<file path="config.mk">
export PLATFORM = sky130hd
export DESIGN_NAME = link_tx_scheduler
export DESIGN_NICKNAME = d
export VERILOG_FILES = /design/src/rtl/link_tx_scheduler.sv
export SDC_FILE = /design/constraint.sdc
export NUM_CORES = 1
export LEC_CHECK = 0
export BUFFER_PORTS_ARGS = -buffer_cell sky130_fd_sc_hd__buf_2
export CELL_PAD_IN_SITES_DETAIL_PLACEMENT = 2
export CELL_PAD_IN_SITES_GLOBAL_PLACEMENT = 2
export CORE_UTILIZATION = 30
export DETAILED_ROUTE_END_ITERATION = 6
export GPL_ROUTABILITY_DRIVEN = 0
export PLACE_DENSITY = 0.86
export SETUP_SLACK_MARGIN = 0.05
export SLEW_MARGIN = 20
export SYNTH_ARGS = -nofsm -noshare
export SYNTH_HDL_FRONTEND = slang
export SYNTH_SLANG_ARGS = --single-unit
</file>
<file path="constraint.sdc">
create_clock -name mon_clk -period 2.1 [get_ports mon_clk]
set_input_delay 0.315 -clock mon_clk [delete_from_list [all_inputs] [get_ports mon_clk]]
set_output_delay 0.315 -clock mon_clk [all_outputs]
set_load 0.01 [all_outputs]
</file>
<file path="src/rtl/link_tx_scheduler.sv">
// Purpose    : arbitrates power-on reply, audio sample requests and keyboard/mouse events
//              into one 40-bit packet at a time for the mon_clk link sender.
// Latency    : request sampled at edge k (idle, nothing else pending) -> out_valid after edge k+1.
// Backpressure: out_valid/out_data held stable until out_ready; GAP_CYCLES+1 idle cycles follow each accept.
//
// Ports:
//   mon_clk, reset      : link clock, synchronous active-high reset
//   power_on_req        : pulse, request power-on reply (coalesces)
//   audio_req_mode/tick : audio sample-request mode level / one request due pulse
//   kb_valid, kb_data   : keyboard/mouse event, kb_data[16]=is_mouse, [15:0]=code
//   out_ready/out_valid/out_data : packet handshake to the serial sender
//   kb_drop             : pulse, a keyboard event was lost
//   audio_overrun       : saturating count of audio ticks lost while a request was pending
//
// Build option KB_FIFO_EN: replaces the single-entry keyboard register with a KB_DEPTH FIFO.
module link_tx_scheduler #(
   parameter int GAP_CYCLES     = 16,
   parameter int MAX_AUDIO_WINS = 4
`ifdef KB_FIFO_EN
   ,
   parameter int KB_DEPTH       = 4
`endif
) (
   input  logic        mon_clk,
   input  logic        reset,
   input  logic        power_on_req,
   input  logic        audio_req_mode,
   input  logic        audio_req_tick,
   input  logic        kb_valid,
   input  logic [16:0] kb_data,
   input  logic        out_ready,
   output logic [39:0] out_data,
   output logic        out_valid,
   output logic        kb_drop,
   output logic [7:0]  audio_overrun
);

   // Gap counter is loaded with GAP_CYCLES-1 on accept and the FSM leaves GAP when it
   // reads 0; together with the IDLE decision cycle this yields GAP_CYCLES+1 idle cycles.
   localparam int GW = (GAP_CYCLES > 1) ? $clog2(GAP_CYCLES) : 1;
   localparam logic [GW-1:0] GAP_LOAD = GW'(GAP_CYCLES - 1);

   localparam int WW = (MAX_AUDIO_WINS > 0) ? $clog2(MAX_AUDIO_WINS + 1) : 1;
   localparam logic [WW-1:0] WIN_MAX = WW'(MAX_AUDIO_WINS);

   localparam logic [7:0] OP_PON   = 8'hC0;
   localparam logic [7:0] OP_AUD   = 8'h07;
   localparam logic [7:0] OP_KEY   = 8'hC5;
   localparam logic [7:0] OP_MOUSE = 8'hC6;

   typedef enum logic [1:0] {IDLE, PRESENT, GAP} state_t;
   typedef enum logic [1:0] {SRC_PON, SRC_AUD, SRC_KB} src_t;

   state_t          state, next_state;
   src_t            grant_src, sel_src;
   logic            load, accept;
   logic            pon_pend, aud_pend;
   logic [GW-1:0]   gap_cnt;
   logic [WW-1:0]   win_cnt;
   logic [7:0]      out_op, sel_op;
   logic [15:0]     out_pay, sel_pay;
   logic            kb_avail;
   logic [16:0]     kb_head;
   logic            kb_pop, pon_clr, aud_granted;

   assign out_data    = {out_op, out_pay, 16'h0000};
   assign pon_clr     = accept && (grant_src == SRC_PON);
   assign aud_granted = accept && (grant_src == SRC_AUD);
   assign kb_pop      = accept && (grant_src == SRC_KB);

   // ---------------------------------------------------------------- FSM
   always_ff @(posedge mon_clk) begin
      if (reset) state <= IDLE;
      else       state <= next_state;
   end

   always_comb begin
      next_state = state;
      sel_src    = SRC_PON;
      load       = 1'b0;
      accept     = 1'b0;
      case (state)
         IDLE: begin
            if (pon_pend || aud_pend || kb_avail) begin
               load       = 1'b1;
               next_state = PRESENT;
               if (pon_pend)
                  sel_src = SRC_PON;
               // Keyboard is starved out only up to MAX_AUDIO_WINS audio grants in a row.
               else if (kb_avail && (!aud_pend || win_cnt == WIN_MAX))
                  sel_src = SRC_KB;
               else
                  sel_src = SRC_AUD;
            end
         end
         PRESENT: begin
            if (out_ready) begin
               accept     = 1'b1;
               next_state = GAP;
            end
         end
         GAP: begin
            if (gap_cnt == '0) next_state = IDLE;
         end
         default: next_state = IDLE;
      endcase
   end

   always_comb begin
      sel_op  = OP_PON;
      sel_pay = 16'h0000;
      case (sel_src)
         SRC_AUD: sel_op = OP_AUD;
         SRC_KB: begin
            sel_op  = kb_head[16] ? OP_MOUSE : OP_KEY;
            sel_pay = kb_head[15:0];
         end
         default: sel_op = OP_PON;
      endcase
   end

   // ---------------------------------------------------------------- packet / counters
   always_ff @(posedge mon_clk) begin
      if (reset) begin
         out_valid <= 1'b0;
         out_op    <= '0;
         out_pay   <= '0;
         grant_src <= SRC_PON;
         gap_cnt   <= '0;
         win_cnt   <= '0;
      end else begin
         if (load) begin
            out_valid <= 1'b1;
            out_op    <= sel_op;
            out_pay   <= sel_pay;
            grant_src <= sel_src;
         end else if (accept) begin
            out_valid <= 1'b0;
         end

         if (accept) begin
            gap_cnt <= GAP_LOAD;
            if (grant_src == SRC_AUD) begin
               if (win_cnt != WIN_MAX) win_cnt <= win_cnt + 1'b1;
            end else begin
               win_cnt <= '0;
            end
         end else if (state == GAP && gap_cnt != '0) begin
            gap_cnt <= gap_cnt - 1'b1;
         end
      end
   end

   // ---------------------------------------------------------------- request capture
   // A new request in the same cycle as the clear of its source wins, so nothing is lost.
   always_ff @(posedge mon_clk) begin
      if (reset) begin
         pon_pend      <= 1'b0;
         aud_pend      <= 1'b0;
         audio_overrun <= 8'd0;
      end else begin
         if (power_on_req)  pon_pend <= 1'b1;
         else if (pon_clr)  pon_pend <= 1'b0;

         if (!audio_req_mode)     aud_pend <= 1'b0;
         else if (audio_req_tick) aud_pend <= 1'b1;
         else if (aud_granted)    aud_pend <= 1'b0;

         if (audio_req_mode && audio_req_tick && aud_pend && !aud_granted &&
             audio_overrun != 8'hFF)
            audio_overrun <= audio_overrun + 8'd1;
      end
   end

   // ---------------------------------------------------------------- keyboard store
`ifdef KB_FIFO_EN
   localparam int AW = $clog2(KB_DEPTH);

   logic [16:0] kb_mem [KB_DEPTH];
   logic [AW:0] wr_ptr, rd_ptr;
   logic        kb_full, kb_push;

   // Extra pointer bit distinguishes full from empty when the indices match.
   assign kb_full  = (wr_ptr[AW] != rd_ptr[AW]) && (wr_ptr[AW-1:0] == rd_ptr[AW-1:0]);
   assign kb_avail = (wr_ptr != rd_ptr);
   assign kb_push  = kb_valid && (!kb_full || kb_pop);
   assign kb_head  = kb_mem[rd_ptr[AW-1:0]];

   always_ff @(posedge mon_clk) begin
      if (kb_push) kb_mem[wr_ptr[AW-1:0]] <= kb_data;
   end

   always_ff @(posedge mon_clk) begin
      if (reset) begin
         wr_ptr  <= '0;
         rd_ptr  <= '0;
         kb_drop <= 1'b0;
      end else begin
         kb_drop <= kb_valid && kb_full && !kb_pop;
         if (kb_push) wr_ptr <= wr_ptr + 1'b1;
         if (kb_pop)  rd_ptr <= rd_ptr + 1'b1;
      end
   end
`else
   logic        kb_full;
   logic [16:0] kb_reg;

   assign kb_avail = kb_full;
   assign kb_head  = kb_reg;

   // Newest event always wins; an unsent older one is reported through kb_drop.
   always_ff @(posedge mon_clk) begin
      if (reset) begin
         kb_full <= 1'b0;
         kb_reg  <= '0;
         kb_drop <= 1'b0;
      end else begin
         kb_drop <= kb_valid && kb_full && !kb_pop;
         if (kb_valid) begin
            kb_reg  <= kb_data;
            kb_full <= 1'b1;
         end else if (kb_pop) begin
            kb_full <= 1'b0;
         end
      end
   end
`endif

endmodule

</file>
==> results.yml, run 1 <==
final_layout:
  fillCellCount: 1016
  diodes: 0
  areaGrowthSynthToFinish_pct: 20.15
  fin_nets: 390
  final_area_um2: 3223
  seqCellArea_um2: 1221
  multi_input_area_um2: 1295
  drive_above_1_share_pct: 24.38
yosys:
  synth_fa_ha_area_share_pct: 2.799
  synth_seq_area_share_pct: 45.52
  muxShareOfSynthArea_pct: 7.509
  netlist_area_um2: 2683
  syn_avg_cell_area_um2: 8.795
  synth_xor_area_share_pct: 0.6530
  ys.flop_type: "dfxtp_1"
  async_flop_share_pct: 0
  synthSimpleGateAreaFrac_pct: 21.04
  synth_edf_count: 0
  yosysWarnings: 0
  yosys_register_bits: 61
  synth_compound_area_share_pct: 12.64
  syn_inst: 305
  ys_types: 42
  synth_top_family_by_area: "simple AND/OR/NAND/NOR gates"
setup_path:
  reg2reg_slack_ns: 0.20
  end_kind: "flip-flop"
  crit_family: "simple AND/OR/NAND/NOR gates"
  critPathArrivalTime_ns: 2.17
  worst_path_largest_cell_delay_ns: 0.40
  crit_chain: "nor3_2 > nand3_1 > ha_1 > or3_1 > a21oi_1"
  crit_fanout: 7
  criticalPathCategory: "reg2reg"
  critPathLaunchType: "flip-flop"
  r2r_end: "out_op[0]"
  slowest_stage: "dfxtp_1"
  r2r_cells: 5
  path_buf_inv: 0
  cp.required_ns: 2.37
  rr_startpoint: "state[0]"
cts:
  clock-root-buffer: "clkbuf_8"
  cts_num_sinks: 61
  cts_tree: "built"
  cts.repair.resized: 0
  cts_made_buffers: 9
  postCtsHoldBufs: 0
  path_clk_slew_ns: 0.07
  htreeDepth: 3
  post-cts-setup-buffers: 0
  ctsLongestPathBuffers: 2
  worstSkewPairLatency_ns: 0.34
sta:
  tightest_slew_ns: 0.5738
  fin_worst_skew_ns: 0.007347
  fin_crit_sh_pct: 90.52
  setup_viol: 0
  max_freq_ghz: 0.5261
  worst_slack_ns: 0.1991
  fin_crit_ns: 1.901
  finalHoldViolCount: 0
  grt_setup_unrepaired: "no"
  drv_slew: 0
  tns_ns: 0
  max_slew_margin_pct: 61.75
drt:
  ant_nets: 0
  vias_per_cell: 4.875
  route.detailed.drc: 0
  first_iter_violations: 56
  drt_pass1_iterations: 4
  drt-total-wl_um: 7351
  wire_per_inst_um: 15.54
  vias: 2306
min_path:
  hp-start: "power_on_req"
  holdPathEnd: "pon_pend"
  min_path_type: "in2reg"
  min_path_cells: 3
floorplanning:
  core_area_um2: 8678
  row_count: 34
  fp.dieH_um: 96.56
  io_pins: 74
  die_x_um: 96.56
  dieArea_um2: 9324
  start_util_pct: 30.91
place:
  place_hpwl_um: 5238
  port_buffers: 54
  dpl_cell_area_um2: 3010
  place_ws_ns: 0.1403
power:
  leakage_nw: 1.366
  power_density_nw_per_um2: 813.0
  vdd_drop_max_mv: 0.4197
global_route:
  grt_start_max_net_pins: 31
  grt_pass1_wl_um: 11780
  antenna_found_initial: 0
  grt_usage_pct: 16.88
  gr-total-overflow: 0
  grt_pass1_vias: 2397
flow_run:
  cap_viol_max_count: 0
status:
  status: "completed"
cell type report:
type	count	share of cell area (%)
clock inverters	6	1.941
clock buffers	10	4.270
well taps	108	4.193
inverters	9	1.048
repair buffers	63	10.48
multi-input cells	216	40.18
flip-flops and latches	61	37.89
layout by cell type, fill, tap and decap left out, types with 3 or more instances in the layout:
master | synthesis | final
nor2_1 | 29 | 29
conb_1 | 1 | 19
o31ai_1 | 4 | 3
inv_1 | 9 | 9
nand2_1 | 29 | 28
buf_2 | 4 | 54
mux2i_1 | 19 | 19
or3_1 | 5 | 5
o21ai_0 | 5 | 5
ha_1 | 6 | 6
a21oi_1 | 36 | 36
nand3_1 | 25 | 24
nand2b_1 | 3 | 3
nor2b_1 | 3 | 3
clkbuf_8 | 0 | 10
or4_1 | 3 | 3
dfxtp_1 | 61 | 61
buf_4 | 20 | 9
a211oi_1 | 5 | 5
clkinvlp_4 | 0 | 3
where the power goes:
part	leakage (nW)	total [mW]	switching, mW	internal (mW)
Clock	0.0943	1.05	0.476	0.575
Combinational	0.774	0.319	0.199	0.120
Sequential	0.498	1.25	0.0441	1.21
Total	1.37	2.62	0.719	1.90
flip-flops by register name, indices dropped and copies added (netlist names):
name / flops
kb_avail: 1
kb_drop: 1
kb_head: 17
out_op: 4
out_valid: 1
grant_src: 2
pon_pend: 1
aud_pend: 1
audio_overrun: 8
out_pay: 16
state: 2
gap_cnt: 4
win_cnt: 3
stage by stage:
step | cells | total power [mW] | hold WS, ns | util (%)
floorplan | 323 | 1.492 | 0.4324 | -
global placement | 457 | 1.576 | 0.4375 | 34.69
detailed placement | 457 | 1.593 | 0.4453 | 34.69
CTS | 473 | 2.652 | 0.1808 | 37.00
global route | 473 | 2.743 | 0.2210 | 37.14
finish | 473 | 2.620 | 0.1976 | 37.14
how the worst max path moves through the flow:
stage | start | end | slack [ns] | depth (start not counted)
finish | state[0] | out_op[0] | 0.20 | 5
global route | win_cnt[0] | out_op[1] | 0.06 | 9
CTS | state[0] | out_op[0] | 0.12 | 5
detailed placement | state[0] | out_op[1] | 0.14 | 5
global placement | state[0] | out_op[0] | 0.27 | 5
floorplan | state[0] | out_pay[15] | 0.28 | 8
logic make-up (layout without fill, tap and decap cells):
logic type	Yosys count	after routing
mux	20	20
fa+ha+maj	6	6
buf+inv	46	88
simple gates	113	113
other cells	1	19
xor+xnor	2	2
compound gates	56	56
flops	61	61
per-layer routing:
layer  global-route usage (%)  vias up  share of wire [%]
met4                    7.108        0                1.4
met1                    20.54     1130                 44
li1                         -     1122                  -
met5                        0        -                  0
met3                    3.599       11                3.5
met2                    28.70       43                 51
cells in the mapped netlist, drive strengths merged, types with 2 or more instances:
library cell | n | area share [%]
nor4 | 2 | 0.47
nand2b | 3 | 0.70
o21ai | 5 | 0.93
nor3 | 2 | 0.37
nand3 | 25 | 4.7
o31a | 2 | 0.65
or4 | 3 | 0.84
ha | 6 | 2.8
buf | 27 | 7.0
clkbuf | 10 | 1.4
nand2 | 29 | 4.1
or3 | 5 | 1.2
a21oi | 36 | 6.7
o31ai | 4 | 1.1
mux2i | 19 | 7.1
inv | 9 | 1.3
a211oi | 5 | 1.4
nand3b | 2 | 1.0
or3b | 2 | 0.65
nor2b | 3 | 0.70
nor2 | 29 | 4.1
dfxtp | 61 | 46
worst min-delay path, cell delays in order:
cell and delay (ns):
buf_2 0.08, a21oi_1 0.04, nor2_1 0.07
No activity file was read; power rests on OpenSTA's default activity.
==> run 2, diff against run 1 <==
- BUFFER_PORTS_ARGS: -buffer_cell sky130_fd_sc_hd__buf_2 -> not set
- CORE_UTILIZATION: 30 -> 36
- DONT_BUFFER_PORTS: not set -> 1
- PLACE_DENSITY: 0.86 -> 0.85
- clock period: 2.1 -> 2.05 ns (I/O delays scaled with it)
==> run 2 against run 1 <==
  * Maximum frequency rose by 0.60%
  * Via count decreased by 7.1%
  * Design area shrank 9.6%
  * Critical path type unchanged
  * Largest power group unchanged
==> results.yml, run 2 (synthesized netlist as in run 1, its figures left out) <==
status:
  status: "completed"
global_route:
  antenna_found_initial: 0
  gr-total-overflow: 0
  grt_pass1_vias: 2240
  grt_start_max_net_pins: 64
  grt_pass1_wl_um: 10700
  grt_usage_pct: 18.46
floorplanning:
  dieArea_um2: 7800
  die_x_um: 88.32
  core_area_um2: 7214
  io_pins: 74
  fp.dieH_um: 88.32
  row_count: 31
  start_util_pct: 37.18
drt:
  wl_met3_um: 403
  drt-total-wl_um: 6869
  vias: 2143
  first_iter_violations: 56
  wire_per_inst_um: 16.88
  top_layer_used: "met4"
  drt_pass1_iterations: 4
  m1WireLength_um: 2805
  route.detailed.drc: 0
  dr_wl_met2_um: 3522
  ant_nets: 0
  vias_per_cell: 5.265
setup_path:
  end_kind: "flip-flop"
  cp.required_ns: 2.32
  crit_family: "simple AND/OR/NAND/NOR gates"
  critPathArrivalTime_ns: 2.16
  crit_fanout: 3
  critPathLaunchType: "flip-flop"
  slowest_stage: "or3_4"
  worst_path_largest_cell_delay_ns: 0.40
  criticalPathCategory: "reg2reg"
  crit_chain: "inv_1 > ha_1 > nand2_2 > nand2_1 > nand3_2 > inv_1 > ha_1 > or3_4 > a21oi_2"
  path_buf_inv: 2
final_layout:
  layout_commonest_cell: "dfxtp_1"
  fillCellCount: 823
  diodes: 0
  areaGrowthSynthToFinish_pct: 8.629
  drive_above_1_share_pct: 11.04
  fin_nets: 333
  largest_register_ffs: 17
  final_area_um2: 2914
  layout_common_cells: "61 x dfxtp_1, 35 x a21oi_1, 29 x nor2_1, 28 x nand2_1, 24 x nand3_1"
power:
  netSwitchingPower_mw: 0.7059
  p_clk_share_pct: 39.5
  p_int_mw: 1.834
  p_seq_share_pct: 50.8
  leakage_nw: 1.094
  swShare_pct: 27.80
  vdd_drop_max_mv: 0.3484
  power_density_nw_per_um2: 871.4
  power_frac_comb_pct: 9.6
  power_mw: 2.539
sta:
  grt_setup_unrepaired: "no"
  fin_crit_ns: 1.889
  max_freq_ghz: 0.5292
  finalHoldViolCount: 0
  tns_ns: 0
  setup_viol: 0
  drv_slew: 0
  fin_crit_sh_pct: 92.17
  fin_worst_skew_ns: 0.01331
cts:
  htreeDepth: 3
  clock-root-buffer: "clkbuf_8"
  postCtsHoldBufs: 0
  path_clk_slew_ns: 0.07
  worstSkewPairLatency_ns: 0.35
  cts_made_buffers: 9
  cts_tree: "built"
  cts_num_sinks: 61
  ctsLongestPathBuffers: 2
place:
  port_buffers: 0
  dpl_cell_area_um2: 2699
  place_hpwl_um: 4629
min_path:
  min_path_type: "in2reg"
flow_run:
  cap_viol_max_count: 0
## run 2: cell types whose count changed in the layout (fill, tap and decap cells not counted), moves of 2 or more
cell,before,now
buf_2,54,0
buf_4,9,6
clkinv_4,0,2
clkinvlp_4,3,1
## run 2: what timing repair did
action                                  in CTS  in global routing
endpoints found under the setup margin       0                 10
setup buffers                                0                  1
gates resized for setup                      0                  5
## run 2: per-stage QoR
| step | hold WS [ns] | utilization, % | setup WS, ns | instances |
|---|---|---|---|---|
| after floorplan | 0.4249 | - | 0.2265 | 323 |
| after global placement | 0.3815 | 37.41 | 0.2637 | 390 |
| after detailed placement | 0.3825 | 37.41 | 0.1633 | 390 |
| after CTS | 0.001900 | 39.99 | 0.05874 | 406 |
| after global routing | 0.003352 | 40.39 | 0.04466 | 407 |
| final | 0.02929 | 40.39 | 0.1605 | 407 |
## run 2: final timing paths
path | from | end | slack (ns) | depth (start not counted)
max reg2reg | win_cnt[1] | out_op[0] | 0.16 | 9
max | win_cnt[1] | out_op[0] | 0.16 | 9
min | reset | audio_overrun[7] | 0.03 | 1
min reg2reg | kb_head[4] | out_pay[4] | 0.47 | 2
## run 2: layout make-up
type,count,area [um^2],area share [%]
multi-input cells,216,1304,44.74
flip-flops and latches,61,1221,41.91
clock buffers,11,151.4,5.195
well taps,99,123.9,4.251
repair buffers,6,45.04,1.546
clock inverters,5,35.03,1.202
inverters,9,33.78,1.159
## run 2: worst reg2reg max path: stages, from the launching register on
cell and delay (ns):
dfxtp_1 0.36, inv_1 0.06, ha_1 0.22, nand2_2 0.09, nand2_1 0.08, nand3_2 0.12
inv_1 0.05, ha_1 0.31, or3_4 0.40, a21oi_2 0.13
## run 2: power by group through the flow
stage | Combinational [mW] | Clock (mW) | Sequential [mW]
after global placement | 0.228 | 0 | 1.31
after global routing | 0.274 | 1.09 | 1.30
after CTS | 0.242 | 1.04 | 1.29
final | 0.245 | 1.00 | 1.29
after detailed placement | 0.239 | 0 | 1.32
after floorplan | 0.229 | 0 | 1.30
## run 2: per-layer routing
| layer | up-vias | global-route usage, % |
|---|---|---|
| met4 | 0 | 8.651 |
| met2 | 51 | 31.33 |
| met1 | 1075 | 20.21 |
| met3 | 9 | 7.369 |
| met5 | - | 0 |
| li1 | 1008 | - |
==> run 3, diff against run 2 <==
- MAX_ROUTING_LAYER: not set -> met4
==> run 3 against run 2 <==
  * Cell count is the same
  * Total power about the same
  * Setup slack worse by 0.0046 ns
  * Critical path depth did not move
  * Critical path type unchanged
==> results.yml, run 3 (synthesized netlist as in run 1, its figures left out) <==
status:
  status: "completed"
drt:
  dr_wl_met2_um: 3522
  vias_per_cell: 5.248
  wire_per_inst_um: 16.85
  ant_nets: 0
  top_layer_used: "met4"
  first_iter_violations: 49
  drt-total-wl_um: 6858
  vias: 2136
  wl_met3_um: 349
  m1WireLength_um: 2832
  drt_pass1_iterations: 4
  route.detailed.drc: 0
setup_path:
  critPathLaunchType: "flip-flop"
  cp.required_ns: 2.33
  critPathArrivalTime_ns: 2.17
  end_kind: "flip-flop"
  r2r_cells: 9
  criticalPathCategory: "reg2reg"
  startpoint: "win_cnt[1]"
  crit_fanout: 3
  rr_startpoint: "win_cnt[1]"
min_path:
  min_path_cells: 1
  hp-start: "reset"
  min_path_type: "in2reg"
cts:
  htreeDepth: 3
  cts_num_sinks: 61
  cts_made_buffers: 9
  postCtsHoldBufs: 0
  path_clk_slew_ns: 0.07
  ctsLongestPathBuffers: 2
  worstSkewPairLatency_ns: 0.35
  clock-root-buffer: "clkbuf_8"
  cts_tree: "built"
final_layout:
  diodes: 0
  largest_register_ffs: 17
  drive_above_1_share_pct: 11.04
  fin_nets: 333
  areaGrowthSynthToFinish_pct: 8.629
  utilization_pct: 40.39
  layout_commonest_cell: "dfxtp_1"
  layout_common_cells: "61 x dfxtp_1, 35 x a21oi_1, 29 x nor2_1, 28 x nand2_1, 24 x nand3_1"
power:
  p_seq_share_pct: 50.8
  power_density_nw_per_um2: 871.2
  p_clk_share_pct: 39.5
  leakage_nw: 1.094
  p_int_mw: 1.834
  vdd_drop_max_mv: 0.3477
  power_mw: 2.539
  swShare_pct: 27.77
  power_frac_comb_pct: 9.6
  netSwitchingPower_mw: 0.7051
floorplanning:
  io_pins: 74
  dieArea_um2: 7800
  start_util_pct: 37.18
  die_x_um: 88.32
  fp.dieH_um: 88.32
  row_count: 31
  core_area_um2: 7214
sta:
  grt_setup_unrepaired: "no"
  tns_ns: 0
  finalHoldViolCount: 0
  drv_slew: 0
  fin_worst_skew_ns: 0.01282
  fin_crit_ns: 1.894
  fin_crit_sh_pct: 92.39
  max_freq_ghz: 0.5280
  fin_hold_ws_ns: 0.02949
  setup_viol: 0
global_route:
  antenna_found_initial: 0
  grt_usage_pct: 18.98
  gr-total-overflow: 0
  grt_pass1_wl_um: 10700
  grt_start_max_net_pins: 64
  grt_pass1_vias: 2245
flow_run:
  cap_viol_max_count: 0
place:
  place_hpwl_um: 4629
  port_buffers: 0
[run 3: cell counts in the layout (fill, tap and decap cells not counted)]
No cell type changed its count.
[run 3: power by group through the flow]
| stage | Combinational (mW) | Clock [mW] | Sequential, mW |
|---|---|---|---|
| after detailed placement | 0.239 | 0 | 1.32 |
| final | 0.245 | 1.00 | 1.29 |
| after global placement | 0.228 | 0 | 1.31 |
| after CTS | 0.242 | 1.04 | 1.29 |
| after floorplan | 0.229 | 0 | 1.30 |
| after global routing | 0.274 | 1.09 | 1.30 |
[run 3: critical path, cell delays in order, from the launching register on]
cell and delay, ns:
dfxtp_1 0.36, inv_1 0.06, ha_1 0.22, nand2_2 0.10
nand2_1 0.08, nand3_2 0.12, inv_1 0.05, ha_1 0.31
or3_4 0.40, a21oi_2 0.13
[run 3: cell type report]
cell class,count,area (um^2)
Tap cell,99,123.9
Multi-Input combinational cell,216,1304
Fill cell,823,4300
Timing Repair Buffer,6,45.04
Inverter,9,33.78
Sequential cell,61,1221
Clock buffer,11,151.4
Clock inverter,5,35.03
[run 3: layer usage]
| layer | vias to the layer above | track usage [%] |
|---|---|---|
| met2 | 48 | 31.19 |
| li1 | 1007 | - |
| met5 | - | - |
| met3 | 12 | 6.157 |
| met1 | 1069 | 20.56 |
| met4 | 0 | 9.531 |
[run 3: final timing paths]
check | end | slack [ns]
min reg2reg | out_pay[4] | 0.47
max | out_op[0] | 0.16
max reg2reg | out_op[0] | 0.16
min | audio_overrun[7] | 0.03
[run 3: stage by stage]
| stage | setup slack [ns] | cell area, um^2 | cells |
|---|---|---|---|
| floorplan | 0.2265 | 2750 | 323 |
| global placement | 0.2637 | 2699 | 390 |
| detailed placement | 0.1633 | 2699 | 390 |
| CTS | 0.05874 | 2885 | 406 |
| global route | 0.04458 | 2914 | 407 |
| finish | 0.1559 | 2914 | 407 |
[run 3: repair_timing]
item / in CTS / in global routing
buffers inserted: 0 / 1
endpoints found under the setup margin: 0 / 10
gates resized for setup: 0 / 5
